==> src/rtl/vect_lane_serializer.sv <==
// vect_lane_serializer: buffers packed M-lane vectors from the vector ALU in a small FIFO and
// emits them one signed lane per cycle (lane 0 first) on a valid/ready scalar stream.
// Optional feature: define VECT_SERIALIZER_STICKY_FLAGS_EN to accumulate pushed ALU flags
// into sticky_flags (cleared by sticky_clr); otherwise sticky_flags is constant 0.
module vect_lane_serializer #(
  parameter int unsigned N     = 8,
  parameter int unsigned M     = 4,
  parameter int unsigned DEPTH = 2
) (
  input  logic                 clk,
  input  logic                 rst_n,
  input  logic                 in_valid,
  output logic                 in_ready,
  input  logic [M*N-1:0]       in_vec,
  input  logic [3:0]           in_flags,
  output logic                 out_valid,
  input  logic                 out_ready,
  output logic [N-1:0]         out_data,
  output logic [$clog2(M)-1:0] out_lane,
  output logic                 out_last,
  output logic [3:0]           out_flags,
  output logic [3:0]           sticky_flags,
  input  logic                 sticky_clr,
  output logic                 busy
);

  localparam int unsigned LaneW = $clog2(M);
  localparam int unsigned PtrW  = $clog2(DEPTH);
  localparam int unsigned CntW  = $clog2(DEPTH + 1);

  typedef enum logic [0:0] {StEmpty, StStream} state_e;

  logic [M*N-1:0]   vec_mem  [DEPTH];
  logic [3:0]       flag_mem [DEPTH];
  logic [PtrW-1:0]  wr_ptr_q, rd_ptr_q;
  logic [CntW-1:0]  count_q;
  logic [LaneW-1:0] lane_cnt_q;
  state_e           state_q, state_d;

  logic             push, lane_xfer, pop;
  logic [M*N-1:0]   head_vec;

  assign in_ready  = (count_q != CntW'(DEPTH));
  assign push      = in_valid && in_ready;
  assign lane_xfer = out_valid && out_ready;
  // The head vector leaves the FIFO only once its last lane has been accepted.
  assign pop       = lane_xfer && (lane_cnt_q == LaneW'(M - 1));
  assign head_vec  = vec_mem[rd_ptr_q];

  // Vector storage; no reset needed since reads are masked while empty.
  always_ff @(posedge clk) begin
    if (push) begin
      vec_mem[wr_ptr_q]  <= in_vec;
      flag_mem[wr_ptr_q] <= in_flags;
    end
  end

  // FIFO pointers, occupancy and lane position.
  always_ff @(posedge clk or negedge rst_n) begin
    if (!rst_n) begin
      wr_ptr_q   <= '0;
      rd_ptr_q   <= '0;
      count_q    <= '0;
      lane_cnt_q <= '0;
    end else begin
      if (push) wr_ptr_q <= wr_ptr_q + 1'b1;
      if (pop)  rd_ptr_q <= rd_ptr_q + 1'b1;
      unique case ({push, pop})
        2'b10:   count_q <= count_q + 1'b1;
        2'b01:   count_q <= count_q - 1'b1;
        default: count_q <= count_q;
      endcase
      if (lane_xfer) lane_cnt_q <= pop ? '0 : lane_cnt_q + 1'b1;
    end
  end

  // State register.
  always_ff @(posedge clk or negedge rst_n) begin
    if (!rst_n) state_q <= StEmpty;
    else        state_q <= state_d;
  end

  // Next state and lane output mux; all outputs are zero while nothing is stored.
  always_comb begin
    state_d   = state_q;
    out_valid = 1'b0;
    out_data  = '0;
    out_lane  = '0;
    out_last  = 1'b0;
    out_flags = '0;
    unique case (state_q)
      StEmpty: begin
        if (push) state_d = StStream;
      end
      StStream: begin
        if (pop && !push && (count_q == CntW'(1))) state_d = StEmpty;
        out_valid = 1'b1;
        out_lane  = lane_cnt_q;
        out_last  = (lane_cnt_q == LaneW'(M - 1));
        out_flags = flag_mem[rd_ptr_q];
        // Lane 0 sits in the most significant slice of the packed vector.
        for (int i = 0; i < int'(M); i++) begin
          if (lane_cnt_q == LaneW'(i)) out_data = head_vec[(int'(M) - 1 - i) * int'(N) +: N];
        end
      end
      default: state_d = StEmpty;
    endcase
  end

  assign busy = out_valid;

`ifdef VECT_SERIALIZER_STICKY_FLAGS_EN
  logic [3:0] sticky_q;

  // Sticky flag accumulator; a clear coinciding with a push keeps only the new flags.
  always_ff @(posedge clk or negedge rst_n) begin
    if (!rst_n) begin
      sticky_q <= '0;
    end else if (push) begin
      sticky_q <= (sticky_clr ? 4'h0 : sticky_q) | in_flags;
    end else if (sticky_clr) begin
      sticky_q <= '0;
    end
  end

  assign sticky_flags = sticky_q;
`else
  logic unused_sticky_clr;

  assign unused_sticky_clr = sticky_clr;
  assign sticky_flags      = '0;
`endif

endmodule
==> config.mk <==
export PLATFORM = sky130hd
export DESIGN_NAME = vect_lane_serializer
export DESIGN_NICKNAME = d
export VERILOG_FILES = /design/src/rtl/vect_lane_serializer.sv
export SDC_FILE = /design/constraint.sdc
export NUM_CORES = 1
export LEC_CHECK = 0
export ABC_CLOCK_PERIOD_IN_PS = 4700
export BUFFER_PORTS_ARGS = -buffer_cell sky130_fd_sc_hd__buf_2
export CORE_MARGIN = 10
export CORE_UTILIZATION = 45
export DETAILED_ROUTE_END_ITERATION = 10
export PLACE_DENSITY = 0.67
export RECOVER_POWER = 100
export SYNTH_ARGS = -nofsm -noshare
export SYNTH_HDL_FRONTEND = slang
export SYNTH_SLANG_ARGS = --single-unit
export TNS_END_PERCENT = 10
==> constraint.sdc <==
create_clock -name clk -period 4.7 [get_ports clk]
set_input_delay 0.47 -clock clk [delete_from_list [all_inputs] [get_ports clk]]
set_output_delay 0.47 -clock clk [all_outputs]
set_load 0.01 [all_outputs]
---- Word-level counts from Yosys, hierarchy flattened ----
Memories as Yosys holds them, arrays and structs flattened.
Cells that the tools add are included.
word-level totals
  bits of input ports ..................... 41
  output and inout port bits .............. 22
  word-level logic and storage cells ...... 43
  memory bits (writable) .................. 72
  memories ................................ 2
  bits in registers ....................... 7
cells by class
  bitwise operators ....................... 1
  reduce and logical (&&, ||, !) cells .... 8
  $add $sub $neg .......................... 5
  muxes and demuxes ....................... 15
  equal/unequal tests ..................... 7
memory list
  memory    words  bits a word  read ports  clocked after memory_dff  wr ports  RTL line  source
  vec_mem   2      32           1           0                         1         33        logic [M*N-1:0] vec_mem [DEPTH];
  flag_mem  2      4            1           0                         1         34        logic [3:0] flag_mem [DEPTH];
operators with widths
  kind                                              number
  2-to-1 mux 8 bit                                  5
  == test 2 x 1 -> 1 bit, second input constant     3
  == test 2 bit, second input constant              3
  logical AND 1 bit                                 5
  2-to-1 mux 1 bit                                  5
  adder 2 x 1 -> 2 bit, second input constant       2
  2-to-1 mux 2 bit                                  2
  2-to-1 mux 4 bit                                  1
  case mux 2 bit (2 select lines)                   1
  adder 1 bit, second input constant                2
  zero test 2 bit                                   1
  inequality test 2 bit, second input constant      1
  case mux 1 bit (2 select lines)                   1
  nonzero test 2 bit                                1
  subtractor 2 x 1 -> 2 bit, second input constant  1
  zero test 1 bit                                   1
  inverter 1 bit                                    1

---- Logic depth before layout (Yosys ltp) ----
Gate-level depths: netlist of run 1.
  depth after elaboration ................. 7
  depth in mapped cells ................... 8
  mapped depth without buffers ............ 8

---- Least setup slack after synthesis of run 1 ----
No wires, ideal clock.
  path type ............................... register to register
  start point ............................. register count_q[0]
  end point ............................... memory flag_mem[0][0], enable pin
  data arrival time ....................... 2.383 ns
  period minus slack after synthesis ...... 2.812 ns
  data required time ...................... 4.271 ns
  path buffers ............................ 0
  cell stages (with the launch flop) ...... 6
  library setup time ...................... 0.429 ns
  setup slack ............................. 1.888 ns
  path through ............................ dfrtp_1 inv_1 ha_1 inv_1 nand2_1 nor2_1
between the ends
  word-level cells in the longest chain between the ends .. 4
ends and longest elaborated chain
  item                                    RTL line  source
  from (decl)                             36        logic [CntW-1:0] count_q;
  from (signal assigned)                  69        2'b10: count_q <= count_q + 1'b1;
  from (signal assigned)                  70        2'b01: count_q <= count_q - 1'b1;
  from (signal assigned)                  71        default: count_q <= count_q;
  inequality test 2 bit                   43        assign in_ready = (count_q != CntW'(DEPTH));
  named net in_ready                      13        output logic in_ready,
  logical AND 1 bit                       44        assign push = in_valid && in_ready;
  2-to-1 mux 1 bit                        52        if (push) begin
  2-to-1 mux 1 bit (not written as such)  54        flag_mem[wr_ptr_q] <= in_flags;
  to (decl)                               34
The timed path passes the listed nets, and every way through them passes these cells.

---- Final worst setup path of run 1 ----
  start point ............................. register rd_ptr_q
  end point ............................... output port out_data[6]
between the ends
  word-level cells in the longest chain between the ends .. 6
ends and longest elaborated chain
  item                            RTL line  source
  from (decl)                     35        logic [PtrW-1:0] wr_ptr_q, rd_ptr_q;
  from (signal assigned)          67        if (pop) rd_ptr_q <= rd_ptr_q + 1'b1;
  memory (2 x 32 bit) *           -
  2-to-1 mux 8 bit (3 in series)  103       if (lane_cnt_q == LaneW'(i)) out_data = head_vec[(int'(M) - 1 - i) * int'(N) +: N];
  2-to-1 mux 8 bit *              103
  2-to-1 mux 8 bit *              91        unique case (state_q)
  to (decl)                       18        output logic [N-1:0] out_data,
Every way passes the cells marked *; elsewhere a longest branch is shown, timed or not.

==> results of run 1 <==
[flip-flops by register name (all words and copies together) (netlist names)]
signal,cells
count_q,2
vec_mem,64
wr_ptr_q,1
state_q,1
lane_cnt_q,2
flag_mem,8
rd_ptr_q,1
[cells in the final DEF (no fill, tap or decap), drive strengths merged, types with 3 or more instances in the layout]
master,Yosys,layout
clkinv,1,6
ha,8,8
o22ai,8,8
mux2i,36,36
edfxtp,72,72
buf,11,26
inv,6,6
a22oi,8,8
nand2,5,5
nor2b,5,5
conb,1,4
dfrtp,7,7
clkbuf,4,41
o211a,8,8
and2,3,3
[through the flow]
stage | utilization | power [mW] | instance area [um^2]
floorplan | - | 1.713 | 3328
detailed placement | 0.5028 | 1.956 | 3627
global route | 0.5274 | 2.605 | 3805
global placement | 0.5028 | 1.940 | 3627
finish | 0.5274 | 2.440 | 3805
CTS | 0.5335 | 2.493 | 3849
[routing by layer]
layer,global-route usage,vias to the layer above
li1,-,864
met3,0.04629,9
met1,0.1301,842
met2,0.1745,51
met5,0,-
met4,0.04642,0
[worst min-delay path by stage]
| stage | startpoint | slack (ps) | to |
|---|---|---|---|
| after global routing | in_vec[7] | 280 | vec_mem[0][7] |
| after floorplan | rst_n | 170 | count_q[0] |
| after global placement | rst_n | 310 | wr_ptr_q |
| after CTS | in_vec[7] | 290 | vec_mem[1][7] |
| after detailed placement | rst_n | 310 | wr_ptr_q |
| final | in_vec[7] | 310 | vec_mem[1][7] |
[logic make-up (layout without fill, tap and decap cells)]
group                      after synthesis  count (layout)  share of synthesized area
adders and majority gates                8               8                    0.03018
buffers and inverters                   22              82                    0.04602
and+or+nand+nor                         19              19                    0.03093
AOI/OAI and AO/OA                       29              29                    0.06714
muxes                                   37              37                     0.1120
other                                    1               4                   0.001131
DFF                                     79              79                     0.7046
xor gates and xnor gates                 3               3                   0.007923
[critical path, delay by kind of cell (launching register included)]
family	cells	cell delay, ps
flip-flops	1	1710
multiplexers	1	240
buffers and inverters	1	170
AO/OA/AOI/OAI	2	460
[area by class of cell]
cell class                 count  area share
inverter                       7    0.006906
clock inverter                 7     0.02302
timing repair buffer          59     0.06840
multi-input combinational    100      0.2223
tap                           99     0.03256
clock buffer                   9     0.03256
sequential                    79      0.6143
[power breakdown]
part | switching, mW | internal, mW | total, mW
registers | 0.153 | 0.968 | 1.12
clock network | 0.234 | 0.295 | 0.529
logic | 0.438 | 0.353 | 0.791
==> flow_summary.ini, run 1 <==
[clock_network]
htreeDepth = 3
cts.sinks = 79
root_buffer = clkbuf_8
clock_latency_ps = 340
cts_tree = built
path_clk_slew_ps = 80
cts_setup_buffers = 0
numCtsBuffers = 9
post_cts_resized = 0
clk_path_buf_depth = 2
hold_buffers = 1

[yosys]
synth_seq_cells = 79
seq_area_frac_synth = 0.7046
synth_top_area_cell = edfxtp_1
syn_area_mm2 = 0.003317
netlist_top_cells_count = edfxtp_1 (72), mux2i_1 (36)
synth_edf_count = 72
synth_top_cell_area_share = 0.6518
yosys_warnings = 0
synth.distinct_cells = 31
synthFlopType = edfxtp_1
synth.most_common_cell = edfxtp_1
syn_inst = 198
avgSynthCellArea_um2 = 16.75
ys_async_sr_fraction = 0.08861
synth.top_cells.by_area = edfxtp_1 (65%), mux2i_1 (11%), dfrtp_1 (5.3%), ha_1 (3.0%), o211a_1 (2.4%)

[grt]
grt_pass1_vias = 1839
grt_max_degree = 38
overflow = 0
grt_usage = 0.1105
antenna_found_initial = 0
grt_pass1_wl_um = 9466

[layout]
seqCellArea_mm2 = 0.002337
final_nets = 305
drive_above_1_share = 0.1609
fillerInstances = 643
antenna_cells = 0
multi_input_area_um2 = 845.8
syn2layout_area_growth_pct = 14.71
fin_cells = 360

[min_path]
holdCritPathClass = input pin to register
min_path_cells = 1

[route]
route.met3.wl_um = 347
drc = 0
route.met2.wl_um = 2965
routed.top_layer = met4
wl_met1_um = 2669
vias_per_cell = 4.906
wl_per_cell_um = 16.91
vias = 1766
drtIter0Drc = 92
antenna_left = 0
wl_um = 6086
first_pass_iters = 4

[floorplan]
start_util = 0.4598
row_count = 31
core-area_mm2 = 0.007214
top_level_ports = 63
die-area_mm2 = 0.01121
die_h_um = 105.9
dieWidth_um = 105.9

[setup_path]
worst_path_largest_cell_delay_ps = 1710
critPathSlowestCell = dfrtp_1
crit_path_start = rd_ptr_q
r2r_slack_ps = 1920
start_kind = register
crit_end = out_data[6]
r2r_end = vec_mem[1][25]
endpoint_kind = primary output
crit_chain = mux2i_1 > o22ai_1 > o211a_1 > clkbuf_1
critPathMaxFanout = 37
worstSetupPathType = register to primary output
reg2reg_depth = 5
worstPathArrival_ps = 2970
required_ps = 4230
r2r_start = count_q[0]

[timing]
setup_viol = 0
finalCritPeriodShare = 0.7317
whs_ps = 308.1
period_minus_slack_ps = 3439
rsz0062_at_grt = no
drv_slew = 75
finalSetupTns_ps = 0
fmax_ghz = 0.2908
fin_skew_ps = 7.992
finalWorstSetupSlack_ps = 1261
worst_slew_pin_slew_ps = 2062
maxSlewHeadroom = -0.3744
hold_viol = 0

[place]
preCtsSetupSlack_ps = 2263
dp_cells = 343
routabilityCongestion = 0.6682
port_buffers = 57
dpl.hpwl_um = 4008

[job]
maxCapViolations = 2

[power]
p_leak_nw = 1.496
powerDensity_mw_per_mm2 = 641.4
vdd_ir_drop_max_uv = 305.4

[outcome]
violations = max-capacitance violations, max-slew violations
status = complete, but fails checks
Note: power is estimated with default switching activity, not from simulation.
==> run 2, diff against run 1 <==
Settings changed: ABC_CLOCK_PERIOD_IN_PS 4700 to 3100, PLACE_DENSITY 0.67 to 0.7.
Clock period 4.7 ns to 3.1 ns, I/O delays scaled along.
==> run 2 against run 1 <==
- the run still ends with max-capacitance violations, max-slew violations left
- non-clock buffer count up 1
- critical path depth up 1
- combinational power up 49%
- global-route usage down 0.19 points
- critical path type unchanged
- largest power group unchanged
==> flow_summary.ini, run 2 (same netlist as run 1, synthesis figures left out) <==
[outcome]
status = complete, but fails checks
violations = max-capacitance violations, max-slew violations

[clock_network]
cts.sinks = 79
path_clk_slew_ps = 90
htreeDepth = 3
clock_latency_ps = 340
numCtsBuffers = 9
cts_tree = built
root_buffer = clkbuf_8
clk_path_buf_depth = 2

[floorplan]
dieWidth_um = 105.9
core-area_mm2 = 0.007214
die_h_um = 105.9
die-area_mm2 = 0.01121
top_level_ports = 63
row_count = 31
start_util = 0.4598

[min_path]
min_path_cells = 1
min_to = vec_mem[0][26]
worstHoldStart = in_vec[26]
holdCritPathClass = input pin to register

[place]
dpl.hpwl_um = 4070
dp_cells = 344
routabilityCongestion = 0.7275
port_buffers = 57

[layout]
mostFrequentLayoutCell = edfxtp_1
antenna_cells = 0
drive_above_1_share = 0.1679
syn2layout_area_growth_pct = 13.84
layout_common_cells = edfxtp_1 (72), mux2i_1 (36), clkbuf_1 (33), buf_2 (25), clkbuf_8 (9)
fin_cells = 361
largest-register = vec_mem
largest_reg_flops = 64
largestRegisters = vec_mem (64), flag_mem (8)
final_nets = 306

[setup_path]
worstPathArrival_ps = 2250
worstSetupPathType = register to primary output
critPathMaxFanout = 13
reg2reg_depth = 4
start_kind = register
required_ps = 2790
r2r_end = vec_mem[1][12]
r2r_slack_ps = 650
r2r_start = count_q[0]
endpoint_kind = primary output

[grt]
grt_pass1_vias = 1980
overflow = 0
antenna_found_initial = 0
grt_usage = 0.1087
grt_max_degree = 37
grt_pass1_wl_um = 9597

[route]
first_pass_iters = 4
vias = 1805
vias_per_cell = 5.000
drc = 0
wl_per_cell_um = 16.60
wl_um = 5994
drtIter0Drc = 64
antenna_left = 0

[job]
maxCapViolations = 1

[timing]
hold_viol = 0
finalCritPeriodShare = 0.8259
finalSetupTns_ps = 0
maxSlewHeadroom = -0.1310
fin_skew_ps = 7.380
fmax_ghz = 0.3906
setup_viol = 0
drv_slew = 37
period_minus_slack_ps = 2560
rsz0062_at_grt = no
worst_slew_pin_slew_ps = 1696

[power]
power_mw = 3.542
p_leak_nw = 1.469
powerDensity_mw_per_mm2 = 938.1
vdd_ir_drop_max_uv = 397.4
run 2: changes by cell type in the layout (fill, tap and decap cells not counted), moves of 2 or more:
cell / before / now
bufinv_16: 2 / 0
inv_6: 0 / 3
clkinvlp_4: 0 / 3
clkinv_2: 3 / 1
run 2: power by group:
group | switching, mW | internal [mW] | leakage, nW | total, mW
Sequential | 0.213 | 1.47 | 0.750 | 1.68
Clock | 0.386 | 0.297 | 0.0827 | 0.683
Combinational | 0.665 | 0.513 | 0.636 | 1.18
Total | 1.26 | 2.28 | 1.47 | 3.54
run 2: how the worst max path moves through the flow:
stage | start | end
global placement | lane_cnt_q[0] | out_data[0]
floorplan | count_q[0] | flag_mem[0][0]
finish | lane_cnt_q[0] | out_data[0]
global route | lane_cnt_q[0] | out_data[1]
detailed placement | lane_cnt_q[0] | out_data[1]
CTS | lane_cnt_q[0] | out_data[1]
run 2: per-layer routing:
layer,track usage,vias up,wire length [um]
met5,0,-,0
met4,0.03772,0,61
met3,0.04750,8,387
met2,0.1837,50,2987
met1,0.1192,879,2558
li1,-,868,-
run 2: area by class of cell:
type / instances / area [um^2]
Multi-Input combinational cell: 100 / 845.8
Inverter: 7 / 26.28
Clock buffer: 9 / 123.9
Clock inverter: 7 / 53.80
Tap cell: 99 / 123.9
Timing Repair Buffer: 60 / 264.0
Fill cell: 649 / 3438
Sequential cell: 79 / 2338
run 2: timing repair:
item                                   CTS  global route
buffers inserted                         0             0
hold buffers                             1             0
resized for setup                        0             0
endpoints found under the hold margin    7             0
run 2: metrics by stage:
stage          utilization  hold WS (ps)  setup slack, ps  instance area (um^2)
2_1_floorplan            -         14.41            287.8                  3328
6_report            0.5234         145.6            539.6                  3776
4_1_cts             0.5300         134.1            484.2                  3824
5_1_grt             0.5234         117.7            335.3                  3776
3_5_place_dp        0.5040         157.6            891.9                  3636
3_3_place_gp        0.5040         150.3            847.6                  3636
run 2: critical path, stage by stage (launching register included):
cell and delay (ps):
dfrtp_1 440, ha_1 400, nor2b_1 590, a22oi_1 160, o211a_1 180, clkbuf_1 140
==> run 3, diff against run 2 <==
Settings changed: ABC_AREA from default to 1, ABC_CLOCK_PERIOD_IN_PS 3100 to 2200, PLACE_DENSITY 0.7 to 0.69.
Clock period 3.1 ns to 2.2 ns, I/O delays scaled along.
==> run 3 against run 2 <==
- the run now ends clean
- count of clock-buffer cells in the layout unchanged
- cell area up 7.1%
- via count up 28%
- routed wire length up 21%
- critical endpoint is now out_data[6]
- sequential power up 30%
- combinational power up 98%
- global-route usage up 1.5 points
- first-iteration DRC count up 75%
- register-to-register slack worse by 160 ps
- power up 53%
- clock skew up 2.7 ps
==> flow_summary.ini, run 3 <==
[outcome]
status = finished, final reports clean

[layout]
drive_above_1_share = 0.2104
multi_input_area_um2 = 872.1
fin_cells = 484
seqCellArea_mm2 = 0.002338
syn2layout_area_growth_pct = 16.63
largest_reg_flops = 64
final_nets = 429
final_util = 0.5489
largestRegisters = vec_mem (64), flag_mem (8)
layout_common_cells = nand2_1 (86), edfxtp_1 (72), inv_1 (42), buf_2 (42), nand3_1 (40)
antenna_cells = 0
fillerInstances = 649
largest-register = vec_mem
mostFrequentLayoutCell = nand2_1

[clock_network]
cts.sinks = 79
numCtsBuffers = 9
clk_path_buf_depth = 2
root_buffer = clkbuf_8
cts_tree = built
clock_latency_ps = 350
htreeDepth = 3
path_clk_slew_ps = 80

[yosys]
synth.top_cells.by_area = edfxtp_1 (62%), nand2_1 (9.3%), nand3_1 (5.8%), dfrtp_1 (5.1%), inv_1 (4.8%)
synth.most_common_cell = nand2_1
syn_inst = 314
synth.distinct_cells = 18
synth_edf_count = 72
syn_area_mm2 = 0.003468
synth_seq_cells = 79
yosys_warnings = 0
synth_top_area_cell = edfxtp_1
synthFlopType = edfxtp_1
ys_async_sr_fraction = 0.08861
seq_area_frac_synth = 0.6739
synth_top_cell_area_share = 0.6234
avgSynthCellArea_um2 = 11.05
netlist_top_cells_count = nand2_1 (86), edfxtp_1 (72), inv_1 (44), nand3_1 (40)

[route]
route.met3.wl_um = 458
vias = 2319
routed.top_layer = met4
vias_per_cell = 4.791
wl_met1_um = 3012
drc = 0
first_pass_iters = 5
route.met2.wl_um = 3651
drtIter0Drc = 112
wl_um = 7265
antenna_left = 0
wl_per_cell_um = 15.01

[power]
power_mw = 5.434
p_leak_nw = 1.759
powerDensity_mw_per_mm2 = 1343
vdd_ir_drop_max_uv = 631.4

[grt]
grt_usage = 0.1239
grt_pass1_wl_um = 11300
overflow = 0
antenna_found_initial = 0
grt_pass1_vias = 2326
grt_max_degree = 38

[timing]
finalWorstSetupSlack_ps = 101.2
drv_slew = 0
fmax_ghz = 0.4765
finalCritPeriodShare = 0.9540
fin_skew_ps = 10.13
setup_viol = 0
period_minus_slack_ps = 2099
rsz0062_at_grt = yes
whs_ps = 58.37
hold_viol = 0

[floorplan]
core-area_mm2 = 0.007370
top_level_ports = 63
die-area_mm2 = 0.01162
row_count = 31
start_util = 0.4706
dieWidth_um = 107.8
die_h_um = 107.8

[place]
dp_cells = 465
preCtsSetupSlack_ps = 247.0
port_buffers = 57
dpl.hpwl_um = 4985
routabilityCongestion = 0.7365

[min_path]
holdCritPathClass = input pin to register

[setup_path]
endpoint_kind = primary output
required_ps = 1980
worstPathArrival_ps = 1880
critPathMaxFanout = 8
start_kind = register
worstSetupPathType = register to primary output

[job]
maxCapViolations = 0
-- run 3: cell count changes in the layout (fill, tap and decap cells not counted), sizes merged, moves of 19 or more --
cell,before,now
buf,25,53
clkbuf,43,24
inv,9,46
mux2i,36,0
nand2,5,87
nand3,0,40
-- run 3: kinds of logic after synthesis --
| family | synth area share |
|---|---|
| buffers and inverters | 0.08802 |
| other | 0.001081 |
| adders and majority gates | 0.02886 |
| xor gates and xnor gates | 0.007577 |
| and+or+nand+nor | 0.1714 |
| DFF | 0.6739 |
| AOI/OAI and AO/OA | 0.02922 |
-- run 3: final timing paths --
kind | depth (start not counted) | end | start | slack (ps)
setup / recovery | 9 | out_data[6] | lane_cnt_q[1] | 100
hold / removal | 1 | vec_mem[1][18] | in_vec[18] | 60
setup reg to reg | 6 | vec_mem[1][15] | count_q[0] | 490
hold reg to reg | 2 | count_q[0] | count_q[0] | 520
max in group asynchronous | 2 | lane_cnt_q[0] | rst_n | 1580
min in group asynchronous | 2 | state_q | rst_n | 300
-- run 3: area by class of cell --
type / instances / share of cell area
Clock inverter: 7 / 0.009898
Inverter: 46 / 0.04330
Clock buffer: 9 / 0.03062
Sequential cell: 79 / 0.5781
Timing Repair Buffer: 69 / 0.09187
Multi-Input combinational cell: 175 / 0.2156
Tap cell: 99 / 0.03062
-- run 3: critical path: stages, from the launching register on --
cell     delay [ps]
dfrtp_1         440
inv_2           110
ha_1            140
inv_1            90
nor2_8          190
nand3_1          90
nand3_1         100
nand2_1          80
a21oi_2         160
buf_2           160
-- run 3: layer usage --
| layer | global-route usage | up-vias |
|---|---|---|
| li1 | - | 1150 |
| met1 | 0.1441 | 1095 |
| met2 | 0.2112 | 62 |
| met3 | 0.03293 | 12 |
| met4 | 0.05057 | 0 |
| met5 | 0 | - |
-- run 3: power by group --
part | switching [mW] | internal [mW]
Sequential | 0.124 | 2.06
Combinational | 1.51 | 0.821
Clock | 0.517 | 0.399
Total | 2.16 | 3.28
-- run 3: metrics by stage --
step           setup TNS (ps)  area, um^2
2_1_floorplan           -2103        3485
3_3_place_gp                0        3851
3_5_place_dp                0        3851
4_1_cts                     0        4028
5_1_grt                -83.79        4045
6_report                    0        4045
-- run 3: repair_timing --
| item | 4_1_cts | 5_1_grt |
|---|---|---|
| pin swaps | 0 | 1 |
| endpoints found under the setup margin | 8 | 8 |
| hold buffers | 1 | 0 |
| endpoints found under the hold margin | 7 | 0 |
| resized for setup | 1 | 8 |
| setup buffers | 0 | 2 |
